$ cat src/rtl/ex_stage_vec.sv
// ex_stage_vec: N-lane vector execute stage between decode and memory.
// Scalar ALU, internal condition-code register, and branch resolve with
// squash of the next accepted instruction. All state updates on the
// falling clock edge; I_RESET is asynchronous, active high.
// Build option: EX_STAGE_MUL_EN compiles in the iterative shift-add
// multiplier (OP_MUL_D), which holds O_EX_Stall high while busy.
// Ports:
//   I_CLOCK, I_RESET, I_LOCK (run enable), I_GPUStallSignal (hold)
//   I_DE_Valid, I_Opcode, I_PC, I_Src1Value, I_Src2Value, I_Imm,
//   I_DestRegIdx, I_DestVRegIdx, I_Idx, I_VecSrc1Value, I_VecSrc2Value
//   O_EX_Stall, O_BranchPC_Signal, O_BranchAddrSelect_Signal (comb)
//   O_EX_Valid, O_Opcode, O_PC, O_DestRegIdx, O_DestVRegIdx,
//   O_DestValue, O_VecDestValue, O_RegWEn, O_VRegWEn, O_CCWEn,
//   O_CCValue (registered)
module ex_stage_vec #(
    parameter int LANES         = 4,
    parameter int LANE_W        = 16,
    parameter int REG_W         = 32,
    parameter int MUL_STEPS     = 4,
    parameter int OPCODE_WIDTH  = 8,
    parameter int PC_WIDTH      = 16,
    parameter int VREG_ID_WIDTH = 6
) (
    input  logic                     I_CLOCK,
    input  logic                     I_RESET,
    input  logic                     I_LOCK,
    input  logic                     I_DE_Valid,
    input  logic [OPCODE_WIDTH-1:0]  I_Opcode,
    input  logic [PC_WIDTH-1:0]      I_PC,
    input  logic [REG_W-1:0]         I_Src1Value,
    input  logic [REG_W-1:0]         I_Src2Value,
    input  logic [REG_W-1:0]         I_Imm,
    input  logic [3:0]               I_DestRegIdx,
    input  logic [VREG_ID_WIDTH-1:0] I_DestVRegIdx,
    input  logic [$clog2(LANES)-1:0] I_Idx,
    input  logic [LANES*LANE_W-1:0]  I_VecSrc1Value,
    input  logic [LANES*LANE_W-1:0]  I_VecSrc2Value,
    input  logic                     I_GPUStallSignal,
    output logic                     O_EX_Stall,
    output logic                     O_EX_Valid,
    output logic                     O_RegWEn,
    output logic                     O_VRegWEn,
    output logic                     O_CCWEn,
    output logic [OPCODE_WIDTH-1:0]  O_Opcode,
    output logic [PC_WIDTH-1:0]      O_PC,
    output logic [3:0]               O_DestRegIdx,
    output logic [VREG_ID_WIDTH-1:0] O_DestVRegIdx,
    output logic [REG_W-1:0]         O_DestValue,
    output logic [LANES*LANE_W-1:0]  O_VecDestValue,
    output logic [2:0]               O_CCValue,
    output logic [PC_WIDTH-1:0]      O_BranchPC_Signal,
    output logic                     O_BranchAddrSelect_Signal
);

    localparam int OW = OPCODE_WIDTH;
    localparam int VW = LANES * LANE_W;

    localparam logic [OW-1:0] OP_ADD_D     = OW'('h01);
    localparam logic [OW-1:0] OP_ADDI_D    = OW'('h02);
    localparam logic [OW-1:0] OP_AND_D     = OW'('h03);
    localparam logic [OW-1:0] OP_ANDI_D    = OW'('h04);
    localparam logic [OW-1:0] OP_MOV       = OW'('h05);
    localparam logic [OW-1:0] OP_MOVI_D    = OW'('h06);
    localparam logic [OW-1:0] OP_CMP       = OW'('h07);
    localparam logic [OW-1:0] OP_CMPI      = OW'('h08);
    localparam logic [OW-1:0] OP_VADD      = OW'('h10);
    localparam logic [OW-1:0] OP_VMOV      = OW'('h11);
    localparam logic [OW-1:0] OP_VMOVI     = OW'('h12);
    localparam logic [OW-1:0] OP_VCOMPMOV  = OW'('h13);
    localparam logic [OW-1:0] OP_VCOMPMOVI = OW'('h14);
    localparam logic [OW-1:0] OP_BRN       = OW'('h20);
    localparam logic [OW-1:0] OP_BRZ       = OW'('h21);
    localparam logic [OW-1:0] OP_BRP       = OW'('h22);
    localparam logic [OW-1:0] OP_BRNZ      = OW'('h23);
    localparam logic [OW-1:0] OP_BRNP      = OW'('h24);
    localparam logic [OW-1:0] OP_BRZP      = OW'('h25);
    localparam logic [OW-1:0] OP_BRNZP     = OW'('h26);
    localparam logic [OW-1:0] OP_HALT      = OW'('h30);
`ifdef EX_STAGE_MUL_EN
    localparam logic [OW-1:0] OP_MUL_D     = OW'('h40);
`endif

    localparam logic [2:0] CC_N = 3'b100;
    localparam logic [2:0] CC_Z = 3'b010;
    localparam logic [2:0] CC_P = 3'b001;

    logic              valid_q, valid_d;
    logic              reg_wen_q, reg_wen_d;
    logic              vreg_wen_q, vreg_wen_d;
    logic              cc_wen_q, cc_wen_d;
    logic [OW-1:0]     opcode_q, opcode_d;
    logic [PC_WIDTH-1:0] pc_q, pc_d;
    logic [3:0]        dest_idx_q, dest_idx_d;
    logic [VREG_ID_WIDTH-1:0] dest_vidx_q, dest_vidx_d;
    logic [REG_W-1:0]  dest_value_q, dest_value_d;
    logic [VW-1:0]     vec_value_q, vec_value_d;
    logic [2:0]        cc_q, cc_d;
    logic              squash_q, squash_d;

    logic              mul_busy;
    logic              accept;
    logic [2:0]        br_mask;
    logic              is_halt;
    logic              br_taken;
    logic [PC_WIDTH-1:0] br_off;

`ifdef EX_STAGE_MUL_EN
    localparam int MUL_K  = REG_W / MUL_STEPS;
    localparam int STEP_W = $clog2(MUL_STEPS + 1);

    localparam logic [0:0] ST_IDLE     = 1'b0;
    localparam logic [0:0] ST_MUL_BUSY = 1'b1;

    logic [0:0]        state_q, state_d;
    logic [STEP_W-1:0] step_q, step_d;
    logic [REG_W-1:0]  acc_q, acc_d;
    logic [REG_W-1:0]  mcand_q, mcand_d;
    logic [REG_W-1:0]  mplier_q, mplier_d;
    logic [REG_W-1:0]  mul_sum;

    assign mul_busy = (state_q == ST_MUL_BUSY);
`else
    assign mul_busy = 1'b0;
`endif

    function automatic logic [2:0] cc_of(input logic [REG_W-1:0] v);
        if (v == '0)
            return CC_Z;
        else if (v[REG_W-1])
            return CC_N;
        else
            return CC_P;
    endfunction

    assign O_EX_Stall = I_GPUStallSignal | mul_busy;
    assign accept     = I_LOCK & I_DE_Valid & ~O_EX_Stall;

    always_comb begin
        br_mask = 3'b000;
        is_halt = 1'b0;
        case (I_Opcode)
            OP_BRN:   br_mask = CC_N;
            OP_BRZ:   br_mask = CC_Z;
            OP_BRP:   br_mask = CC_P;
            OP_BRNZ:  br_mask = CC_N | CC_Z;
            OP_BRNP:  br_mask = CC_N | CC_P;
            OP_BRZP:  br_mask = CC_Z | CC_P;
            OP_BRNZP: br_mask = CC_N | CC_Z | CC_P;
            OP_HALT:  is_halt = 1'b1;
            default:  ;
        endcase
    end

    // cc_q already holds the previous instruction's CC, so a branch
    // right behind a CC writer sees the fresh value.
    assign br_taken = I_LOCK & I_DE_Valid & ~squash_q &
                      ((|(br_mask & cc_q)) | is_halt);
    assign br_off   = PC_WIDTH'($signed(I_Imm)) << 2;

    assign O_BranchAddrSelect_Signal = br_taken;
    assign O_BranchPC_Signal = is_halt ? (I_PC - PC_WIDTH'(4))
                                       : (I_PC + br_off);

    always_comb begin
        valid_d      = valid_q;
        reg_wen_d    = reg_wen_q;
        vreg_wen_d   = vreg_wen_q;
        cc_wen_d     = cc_wen_q;
        opcode_d     = opcode_q;
        pc_d         = pc_q;
        dest_idx_d   = dest_idx_q;
        dest_vidx_d  = dest_vidx_q;
        dest_value_d = dest_value_q;
        vec_value_d  = vec_value_q;
        cc_d         = cc_q;
        squash_d     = squash_q;
`ifdef EX_STAGE_MUL_EN
        state_d      = state_q;
        step_d       = step_q;
        acc_d        = acc_q;
        mcand_d      = mcand_q;
        mplier_d     = mplier_q;
        mul_sum      = acc_q;
`endif
        if (!I_LOCK) begin
            valid_d    = 1'b0;
            reg_wen_d  = 1'b0;
            vreg_wen_d = 1'b0;
            cc_wen_d   = 1'b0;
`ifdef EX_STAGE_MUL_EN
            state_d    = ST_IDLE;
`endif
        end else if (I_GPUStallSignal) begin
            // downstream hold: every register keeps its value
        end
`ifdef EX_STAGE_MUL_EN
        else if (state_q == ST_MUL_BUSY) begin
            valid_d    = 1'b0;
            reg_wen_d  = 1'b0;
            vreg_wen_d = 1'b0;
            cc_wen_d   = 1'b0;
            for (int j = 0; j < MUL_K; j++) begin
                if (mplier_q[j])
                    mul_sum = mul_sum + (mcand_q << j);
            end
            acc_d    = mul_sum;
            mcand_d  = mcand_q << MUL_K;
            mplier_d = mplier_q >> MUL_K;
            step_d   = step_q + 1'b1;
            if (step_q == STEP_W'(MUL_STEPS - 1)) begin
                state_d      = ST_IDLE;
                valid_d      = 1'b1;
                reg_wen_d    = 1'b1;
                cc_wen_d     = 1'b1;
                dest_value_d = mul_sum;
                cc_d         = cc_of(mul_sum);
            end
        end
`endif
        else if (accept) begin
            opcode_d    = I_Opcode;
            pc_d        = I_PC;
            dest_idx_d  = I_DestRegIdx;
            dest_vidx_d = I_DestVRegIdx;
            valid_d     = 1'b1;
            reg_wen_d   = 1'b0;
            vreg_wen_d  = 1'b0;
            cc_wen_d    = 1'b0;
            if (squash_q) begin
                valid_d  = 1'b0;
                squash_d = 1'b0;
            end else begin
                squash_d = br_taken;
                case (I_Opcode)
                    OP_ADD_D, OP_ADDI_D, OP_AND_D,
                    OP_ANDI_D, OP_MOV, OP_MOVI_D: begin
                        case (I_Opcode)
                            OP_ADD_D:  dest_value_d = I_Src1Value + I_Src2Value;
                            OP_ADDI_D: dest_value_d = I_Src1Value + I_Imm;
                            OP_AND_D:  dest_value_d = I_Src1Value & I_Src2Value;
                            OP_ANDI_D: dest_value_d = I_Src1Value & I_Imm;
                            OP_MOV:    dest_value_d = I_Src1Value;
                            default:   dest_value_d = I_Imm;
                        endcase
                        reg_wen_d = 1'b1;
                        cc_wen_d  = 1'b1;
                        cc_d      = cc_of(dest_value_d);
                    end
                    OP_CMP, OP_CMPI: begin
                        dest_value_d = I_Src1Value -
                            ((I_Opcode == OP_CMP) ? I_Src2Value : I_Imm);
                        cc_wen_d = 1'b1;
                        cc_d     = cc_of(dest_value_d);
                    end
                    OP_VADD: begin
                        for (int l = 0; l < LANES; l++) begin
                            vec_value_d[l*LANE_W +: LANE_W] =
                                I_VecSrc1Value[l*LANE_W +: LANE_W] +
                                I_VecSrc2Value[l*LANE_W +: LANE_W];
                        end
                        vreg_wen_d = 1'b1;
                    end
                    OP_VMOV: begin
                        vec_value_d = I_VecSrc1Value;
                        vreg_wen_d  = 1'b1;
                    end
                    OP_VMOVI: begin
                        vec_value_d = {LANES{I_Imm[LANE_W-1:0]}};
                        vreg_wen_d  = 1'b1;
                    end
                    OP_VCOMPMOV, OP_VCOMPMOVI: begin
                        vec_value_d = I_VecSrc1Value;
                        vec_value_d[I_Idx*LANE_W +: LANE_W] =
                            (I_Opcode == OP_VCOMPMOV) ?
                            I_Src1Value[LANE_W-1:0] : I_Imm[LANE_W-1:0];
                        vreg_wen_d = 1'b1;
                    end
`ifdef EX_STAGE_MUL_EN
                    OP_MUL_D: begin
                        valid_d  = 1'b0;
                        state_d  = ST_MUL_BUSY;
                        step_d   = '0;
                        acc_d    = '0;
                        mcand_d  = I_Src1Value;
                        mplier_d = I_Src2Value;
                    end
`endif
                    default: ;
                endcase
            end
        end else begin
            valid_d    = 1'b0;
            reg_wen_d  = 1'b0;
            vreg_wen_d = 1'b0;
            cc_wen_d   = 1'b0;
        end
    end

    always_ff @(negedge I_CLOCK or posedge I_RESET) begin
        if (I_RESET) begin
            valid_q      <= 1'b0;
            reg_wen_q    <= 1'b0;
            vreg_wen_q   <= 1'b0;
            cc_wen_q     <= 1'b0;
            opcode_q     <= '0;
            pc_q         <= '0;
            dest_idx_q   <= '0;
            dest_vidx_q  <= '0;
            dest_value_q <= '0;
            vec_value_q  <= '0;
            cc_q         <= CC_Z;
            squash_q     <= 1'b0;
`ifdef EX_STAGE_MUL_EN
            state_q      <= ST_IDLE;
            step_q       <= '0;
            acc_q        <= '0;
            mcand_q      <= '0;
            mplier_q     <= '0;
`endif
        end else begin
            valid_q      <= valid_d;
            reg_wen_q    <= reg_wen_d;
            vreg_wen_q   <= vreg_wen_d;
            cc_wen_q     <= cc_wen_d;
            opcode_q     <= opcode_d;
            pc_q         <= pc_d;
            dest_idx_q   <= dest_idx_d;
            dest_vidx_q  <= dest_vidx_d;
            dest_value_q <= dest_value_d;
            vec_value_q  <= vec_value_d;
            cc_q         <= cc_d;
            squash_q     <= squash_d;
`ifdef EX_STAGE_MUL_EN
            state_q      <= state_d;
            step_q       <= step_d;
            acc_q        <= acc_d;
            mcand_q      <= mcand_d;
            mplier_q     <= mplier_d;
`endif
        end
    end

    assign O_EX_Valid     = valid_q;
    assign O_RegWEn       = reg_wen_q;
    assign O_VRegWEn      = vreg_wen_q;
    assign O_CCWEn        = cc_wen_q;
    assign O_Opcode       = opcode_q;
    assign O_PC           = pc_q;
    assign O_DestRegIdx   = dest_idx_q;
    assign O_DestVRegIdx  = dest_vidx_q;
    assign O_DestValue    = dest_value_q;
    assign O_VecDestValue = vec_value_q;
    assign O_CCValue      = cc_q;

endmodule

$ cat config.mk
export PLATFORM = sky130hd
export DESIGN_NAME = ex_stage_vec
export DESIGN_NICKNAME = d
export VERILOG_FILES = /design/src/rtl/ex_stage_vec.sv
export SDC_FILE = /design/constraint.sdc
export NUM_CORES = 1
export LEC_CHECK = 0
export CORE_ASPECT_RATIO = 2
export CORE_UTILIZATION = 51
export DETAILED_ROUTE_END_ITERATION = 7
export PLACE_DENSITY = 0.83
export SLEW_MARGIN = 20
export SYNTH_ARGS = -nofsm -noshare
export SYNTH_HDL_FRONTEND = slang
export SYNTH_SLANG_ARGS = --single-unit
$ cat constraint.sdc
create_clock -name I_CLOCK -period 6.51 [get_ports I_CLOCK]
set_input_delay 0.9765 -clock I_CLOCK [delete_from_list [all_inputs] [get_ports I_CLOCK]]
set_output_delay 0.9765 -clock I_CLOCK [all_outputs]
set_load 0.02 [all_outputs]
==> impl_metrics.py, run 1 <==
metrics = {
    "outcome": {
        "status": "did not finish",
        "failing_step": "5_1_grt",
        "error": "[ERROR GRT-0116] Global routing finished with congestion. Check the congestion regions in the DRC Viewer.",
    },
    "floorplan": {
        "die_x_um": 128,
        "placementRows": 91,
        "die_y_um": 254,
        "start_util_pct": 52.1,
        "num_io_pins": 420,
    },
    "synthesis": {
        "synth_nets": 2501,
        "yosys_register_bits": 138,
        "synthTopCellsByCount": "nand2_1 (236), o21ai_0 (231), nor2_1 (151), ha_1 (148), dfrtn_1 (137)",
        "synth.area.top_cells": "dfrtn_1 (21%), ha_1 (11%), o21ai_0 (7.2%)",
        "synth-seq-area-share_pct": 21.4,
        "synthArstFlopShare_pct": 100,
        "synth.avg_cell_area_um2": 7.76,
        "synth.largest_area_cell": "dfrtn_1",
        "syn_area_mm2": 0.0161,
        "synth_flop_cell": "dfrtn_1",
        "synth.distinct_cells": 82,
        "yosysWarnings": 0,
        "syn_inst": 2081,
        "synth.most_common_cell": "nand2_1",
        "synth-edff-count": 0,
        "yosysTopAreaCellShare_pct": 21.2,
    },
    "clocking": {
        "postCtsHoldBufs": 0,
        "cts_max_level": 4,
        "cts_sinks": 138,
        "cts-root-buf": "clkbuf_16",
        "numCtsBuffers": 17,
        "cts_buffer_depth": 2,
    },
    "grt": {
        "grt_max_degree": 64,
        "grt_pass1_vias": 32000,
        "grt.total_usage_pct": 87.9,
        "grt_overflow": 1154,
        "grt_first_pass_wirelength_um": 223000,
    },
    "placed_design": {
        "postPlaceCellArea_mm2": 0.0257,
        "place_congestion": 1.14,
        "io_buffers": 419,
        "dp_cells": 3436,
        "dpl.hpwl_um": 73400,
    },
}
-- what timing repair did --
item / 4_1_cts
setup endpoints to repair: 104
pin swaps: 138
cloned: 2
hold endpoints to repair: 0
resized for setup: 354
setup buffers: 100
-- stage by stage --
step                      setup slack [ps]  util, %  TNS [ps]  hold WS (ps)
after CTS                            -1760     91.4    -34690           422
after detailed placement             -2770     83.0   -114790           418
after global placement               -2710     83.0   -106000           418
after floorplan                      -2000        -    -23450           515
-- layer usage --
layer,GRT usage [%],GRT overflow
met4,98.4,318
met3,69.8,20
met5,28.1,4
met1,81.2,20
met2,110,792
-- cells by family after synthesis --
family                   count (synthesis)  share of synthesized area (%)
AO/OA/AOI/OAI                          686                           27.0
multiplexers                           147                           9.62
XOR/XNOR                               102                           5.53
buffers and inverters                  196                           4.67
adder cells (fa/ha/maj)                155                           12.3
flip-flops                             138                           21.4
AND/OR/NAND/NOR                        657                           19.4
==> run 2: changes to the inputs <==
- CORE_ASPECT_RATIO: 2 -> unset
- CORE_UTILIZATION: 51 -> 40
- PLACE_DENSITY: 0.83 -> unset
- PLACE_DENSITY_LB_ADDON: unset -> 0.15
==> run 2 against run 1 <==
Net effect: synthesized area stayed put; synthesized cell count stayed put; the flow now finishes, with violations (design-rule violations, negative setup slack).
==> impl_metrics.py, run 2 <==
metrics = {
    "pwr": {
        "sw_frac_of_total_pct": 38.8,
        "power_density_mw_per_mm2": 148,
        "pwr-share-comb_pct": 54.6,
        "power.switching_mw": 1.73,
        "p_leak_nw": 13.4,
        "p_int_mw": 2.74,
        "vdd_ir_drop_max_mv": 0.193,
        "power.share.clock_pct": 22.6,
        "p_seq_share_pct": 22.8,
    },
    "worst_hold_path": {
        "hold_class": "flop to flop",
    },
    "job": {
        "drv_cap": 0,
    },
    "synthesis": {
        "synth_flop_cell": "dfrtn_1",
        "synth-seq-area-share_pct": 21.4,
        "yosys_register_bits": 138,
        "synth_nets": 2501,
        "synth.area.top_cells": "dfrtn_1 (21%), ha_1 (11%), o21ai_0 (7.2%)",
        "syn_inst": 2081,
        "synth.most_common_cell": "nand2_1",
        "yosysWarnings": 0,
        "synth.largest_area_cell": "dfrtn_1",
        "synthArstFlopShare_pct": 100,
        "yosysTopAreaCellShare_pct": 21.2,
        "synth-edff-count": 0,
        "syn_area_mm2": 0.0161,
        "synth.avg_cell_area_um2": 7.76,
        "synth.distinct_cells": 82,
        "synthTopCellsByCount": "nand2_1 (236), o21ai_0 (231), nor2_1 (151), ha_1 (148), dfrtn_1 (137)",
    },
    "clocking": {
        "numCtsBuffers": 17,
        "cts_buffer_depth": 2,
        "cts_max_level": 4,
        "clk_latency_ps": 480,
        "path_clk_slew_ps": 40,
        "cts-root-buf": "clkbuf_16",
        "cts_tree": "done",
        "cts_sinks": 138,
    },
    "placed_design": {
        "pre_cts_slack_ps": -2990,
        "place_congestion": 1.01,
        "io_buffers": 419,
        "postPlaceCellArea_mm2": 0.0257,
        "dpl.hpwl_um": 66200,
    },
    "setup_path": {
        "slowest_stage": "or4_4",
        "required_ps": 3670,
        "cp-start-kind": "input pin",
        "criticalPathCategory": "input pin to flop",
        "arrival_ps": 5460,
        "path_cells": "buf_8, nor4_4, buf_4, nand3_4, mux2_4, ha_4, nand4_1, a211oi_4, nor3_4, o31ai_4, a31oi_1, xnor2_1, o21ai_1, or4_1, or4_4, or4b_1, nand3_1",
        "worst-path-max-fanout": 8,
        "crit_buf_inv": 2,
        "critPathTopFamily": "simple AND/OR/NAND/NOR gates",
        "critPathMaxStageDelay_ps": 570,
        "end_kind": "flop",
    },
    "drt": {
        "ant_nets": 0,
        "post_drt_via_cell_ratio": 5.97,
        "drt_iter0_markers": 1864,
        "first_pass_iters": 8,
        "drc": 2,
        "via_count": 22000,
        "route.final.wire_length_um": 87100,
        "detail_route.wl_per_cell_um": 23.7,
    },
    "timing": {
        "worst_slack_ps": -1800,
        "hold_viol_final": 0,
        "relSlewSlack_pct": 24.1,
        "setup_violations": 77,
        "skew_ps": 49.1,
        "rsz0062_at_grt": "yes",
        "worst_slew_pin_slew_ps": 1130,
        "drv_slew": 0,
        "hold_ws_ps": 424,
    },
    "final_layout": {
        "area_growth_syn_to_layout_pct": 86.3,
        "drive_above_1_share_pct": 38.7,
        "fin_util_pct": 75.7,
        "nets": 3554,
        "final_common_cell": "buf_4",
        "nFillCells": 2904,
        "fin_area_mm2": 0.0301,
        "layout_common_cells": "buf_4 (603), clkdlybuf4s50_1 (382), nand2_1 (216)",
        "largest_reg_flops": 64,
    },
    "grt": {
        "antenna_found_initial": 5,
        "grtUsageMet2_pct": 69.5,
        "grt.total_usage_pct": 39.8,
        "grt_overflow": 0,
        "busiest_layer": "met2",
        "grt_pass1_vias": 21500,
        "grt_first_pass_wirelength_um": 125000,
        "grt_util_met1_pct": 45.2,
        "grt_max_degree": 57,
        "gr-usage-met3_pct": 6.18,
    },
    "outcome": {
        "violations": "design-rule violations, negative setup slack",
        "status": "complete, but fails checks",
    },
    "floorplan": {
        "start_util_pct": 40.6,
        "die_y_um": 203,
        "die_x_um": 203,
        "num_io_pins": 420,
        "die_area_mm2": 0.0412,
        "placementRows": 73,
        "core_area_mm2": 0.0397,
    },
}
run 2: cell counts after synthesis:
Identical to the previous run, type by type.
run 2: cell type report:
cell class              instances  area [um2]  area share [%]
multi-input cells            1749       14600            48.7
repair buffers               1143       10400            34.6
flip-flops and latches        138        3450            11.5
well taps                     525         657            2.18
clock buffers                  20         457            1.52
inverters                      84         319            1.06
clock inverters                13         118           0.391
diodes                          5        12.5          0.0416
run 2: cell families (layout without fill, tap and decap cells):
family / Yosys count / after routing / share of synthesized area, %
buffers and inverters: 196 / 1260 / 4.67
multiplexers: 147 / 147 / 9.62
other: 0 / 5 / 0
flip-flops: 138 / 138 / 21.4
AO/OA/AOI/OAI: 686 / 686 / 27.0
XOR/XNOR: 102 / 102 / 5.53
AND/OR/NAND/NOR: 657 / 659 / 19.4
adder cells (fa/ha/maj): 155 / 155 / 12.3
run 2: final timing paths:
path	start	end	slack, ps	depth (start not counted)
setup reg to reg	squash_q	O_VecDestValue[13]	4590	6
min in group asynchronous	I_RESET	O_DestRegIdx[1]	4030	2
hold reg to reg	O_VecDestValue[2]	O_VecDestValue[2]	420	1
hold / removal	O_VecDestValue[2]	O_VecDestValue[2]	420	1
setup / recovery	I_Opcode[5]	O_CCValue[1]	-1800	17
max in group asynchronous	I_RESET	O_CCValue[1]	1770	3
run 2: worst register-to-register path, stage by stage (launching register included):
cell     delay, ps
dfrtn_1        420
nor2_1         440
nand2_2        180
buf_4          240
a21oi_1        210
buf_4          180
a31oi_1         90
run 2: repair_timing:
| item | in CTS | in global routing |
|---|---|---|
| cloned | 2 | 2 |
| gates resized for setup | 403 | 369 |
| hold buffers | 0 | 0 |
| endpoints found under the setup margin | 101 | 101 |
| pin swaps | 123 | 201 |
| buffers inserted | 87 | 57 |
run 2: layer usage:
metal,share of wire [%],up-vias
met2,48,1210
met1,37,10500
li1,-,9846
met5,0,-
met4,8.3,0
met3,6.7,424
run 2: power by group through the flow:
stage / combinational [mW] / sequential (mW) / clock (mW)
after floorplan: 0.838 / 1.14 / 0.00192
after global placement: 2.00 / 1.03 / 0.00192
after detailed placement: 2.02 / 1.03 / 0.00192
after CTS: 2.23 / 1.02 / 1.01
after global routing: 2.57 / 1.03 / 1.04
final: 2.44 / 1.02 / 1.01
run 2: through the flow:
stage	instances	TNS, ps	power, mW
after floorplan	2081	-23450	1.98
after CTS	3638	-35680	4.25
final	3677	-32590	4.47
after global routing	3677	-39020	4.64
after detailed placement	3522	-135230	3.05
after global placement	3522	-132100	3.03
Power figures use the tool's default switching activity.
==> run 3: changes to the inputs <==
- CTS_CLUSTER_DIAMETER: unset -> 120
- GPL_TIMING_DRIVEN: unset -> 0
==> run 3 against run 2 <==
Net effect: the run ends with negative setup slack left; register-to-register slack got worse by 200 ps; count of clock-buffer cells in the layout fell by 2; clock power barely moved; final cell count fell by 14%; combinational power fell by 19%; setup slack got worse by 530 ps; wire length fell by 5.3%; critical endpoint unchanged; largest cell class unchanged; largest power group unchanged; highest routed layer unchanged.
==> impl_metrics.py, run 3 (same netlist as run 2, synthesis figures left out) <==
metrics = {
    "clocking": {
        "path_clk_slew_ps": 40,
        "cts_tree": "done",
        "cts_sinks": 138,
        "cts_max_level": 4,
        "cts_buffer_depth": 2,
        "postCtsHoldBufs": 0,
        "clk_latency_ps": 470,
        "cts-root-buf": "clkbuf_16",
        "numCtsBuffers": 17,
    },
    "final_layout": {
        "nets": 3047,
        "layoutNonFillerInstCount": 3177,
        "drive_above_1_share_pct": 22.9,
        "largest_reg_flops": 64,
        "final_common_cell": "clkdlybuf4s50_1",
        "area_growth_syn_to_layout_pct": 55.1,
        "layout_common_cells": "clkdlybuf4s50_1 (367), nand2_1 (227), o21ai_0 (151)",
        "nFillCells": 3504,
        "fin_util_pct": 63.0,
        "fin_area_mm2": 0.0250,
    },
    "pwr": {
        "sw_frac_of_total_pct": 38.9,
        "p_leak_nw": 10.4,
        "power.share.clock_pct": 25.1,
        "vdd_ir_drop_max_mv": 0.113,
        "p_seq_share_pct": 25.6,
        "power.total_mw": 4.01,
        "power_density_mw_per_mm2": 160,
        "power.switching_mw": 1.56,
        "p_int_mw": 2.45,
        "pwr-share-comb_pct": 49.4,
    },
    "floorplan": {
        "die_y_um": 203,
        "die_x_um": 203,
        "die_area_mm2": 0.0412,
        "num_io_pins": 420,
        "placementRows": 73,
        "core_area_mm2": 0.0397,
        "start_util_pct": 40.6,
    },
    "drt": {
        "drt_iter0_markers": 1911,
        "drc": 0,
        "post_drt_via_cell_ratio": 6.26,
        "ant_nets": 0,
        "via_count": 19900,
        "route.final.wire_length_um": 82400,
        "first_pass_iters": 7,
        "detail_route.wl_per_cell_um": 25.9,
    },
    "setup_path": {
        "r2r_setup_slack_ps": 4390,
        "arrival_ps": 6000,
        "cp-start-kind": "input pin",
        "reg2reg_depth": 6,
        "regToRegEndpoint": "O_DestValue[22]",
        "end_kind": "flop",
        "worstReg2RegStart": "squash_q",
        "startpoint": "I_Opcode[6]",
        "worst-path-max-fanout": 6,
        "crit_path_end": "O_CCValue[1]",
        "criticalPathCategory": "input pin to flop",
        "required_ps": 3670,
    },
    "grt": {
        "grt_first_pass_wirelength_um": 118000,
        "grt_max_degree": 32,
        "grt_overflow": 0,
        "grt.total_usage_pct": 38.4,
        "grt_pass1_vias": 19100,
        "antenna_found_initial": 11,
    },
    "timing": {
        "worst_slew_pin_slew_ps": 1150,
        "setup_violations": 36,
        "relSlewSlack_pct": 22.9,
        "worst_slack_ps": -2330,
        "skew_ps": 46.1,
        "setup_tns_ps": -37310,
        "drv_slew": 0,
        "hold_viol_final": 0,
        "rsz0062_at_grt": "yes",
    },
    "placed_design": {
        "postPlaceCellArea_mm2": 0.0215,
        "io_buffers": 409,
        "dpl.hpwl_um": 63400,
        "place_congestion": 0.988,
        "dp_cells": 3019,
    },
    "outcome": {
        "violations": "negative setup slack",
        "status": "complete, but fails checks",
    },
    "job": {
        "drv_cap": 0,
    },
    "worst_hold_path": {
        "hold_class": "flop to flop",
    },
}
run 3: changes by cell type in the layout (fill, tap and decap cells not counted), sizes merged, moves of 3 or more:
cell           change
dlygate4sd2       +11
diode              +7
buf              -569
clkdlybuf4s50     -15
clkdlybuf4s15      +3
clkinv             +3
clkbuf            +76
dlymetal6s2s      -12
run 3: final cells by class:
class | count | area, um2 | area share (%)
antenna | 12 | 30.0 | 0.120
buffer | 101 | 698 | 2.79
clock buffer | 18 | 429 | 1.71
clock inverter | 15 | 150 | 0.600
inverter | 84 | 319 | 1.27
multi-input combinational | 1747 | 14000 | 55.9
sequential | 138 | 3450 | 13.8
tap | 525 | 657 | 2.62
timing repair buffer | 537 | 5300 | 21.2
run 3: how the worst min path moves through the flow:
stage / from / depth (start not counted) / slack (ps) / endpoint
3_5_place_dp: O_VecDestValue[34] / 1 / 430 / O_VecDestValue[34]
3_3_place_gp: O_VecDestValue[50] / 1 / 420 / O_VecDestValue[50]
5_1_grt: O_DestValue[29] / 1 / 450 / O_DestValue[29]
2_1_floorplan: squash_q / 1 / 510 / squash_q
6_report: O_VecDestValue[26] / 2 / 430 / O_VecDestValue[26]
4_1_cts: O_DestValue[31] / 2 / 430 / O_DestValue[31]
run 3: power groups by stage:
stage / logic [mW] / clock network [mW] / registers [mW]
global route: 2.10 / 1.04 / 1.03
floorplan: 0.838 / 0.00192 / 1.14
detailed placement: 1.66 / 0.00192 / 1.04
finish: 1.98 / 1.00 / 1.02
CTS: 1.78 / 1.01 / 1.02
global placement: 1.64 / 0.00192 / 1.03
run 3: stage by stage:
stage	hold WS [ps]	setup WS, ps
after floorplan	515	-2000
after global placement	420	-3950
after detailed placement	432	-3970
after CTS	432	-2190
after global routing	449	-2370
final	433	-2330
run 3: critical path, cell delays in order:
cell and delay [ps]:
buf_12 110, nor4_4 360, buf_6 160, nand3_4 150, clkbuf_16 220, mux2_4 330, ha_4 240, a21oi_4 180
or3b_4 410, nor3_4 150, buf_12 150, buf_8 100, nor3_2 50, nor3b_4 260, or4b_4 510, nor3_4 190
nand4_1 210, or4_4 640, or4b_4 510, nand3_2 70
run 3: metal layers:
metal  up-vias  track usage [%]  wire [um]
met2      1172             64.9      39000
li1       8828                -          -
met3       336             6.69       6820
met5         -                0          0
met1      9545             44.6      30600
met4         0             24.9       5980
run 3: repair_timing:
| action | in CTS | in global routing |
|---|---|---|
| endpoints found under the setup margin | 105 | 115 |
| setup buffers | 61 | 63 |
| resized for setup | 287 | 305 |
| pin swaps | 88 | 111 |
| gates cloned | 0 | 1 |
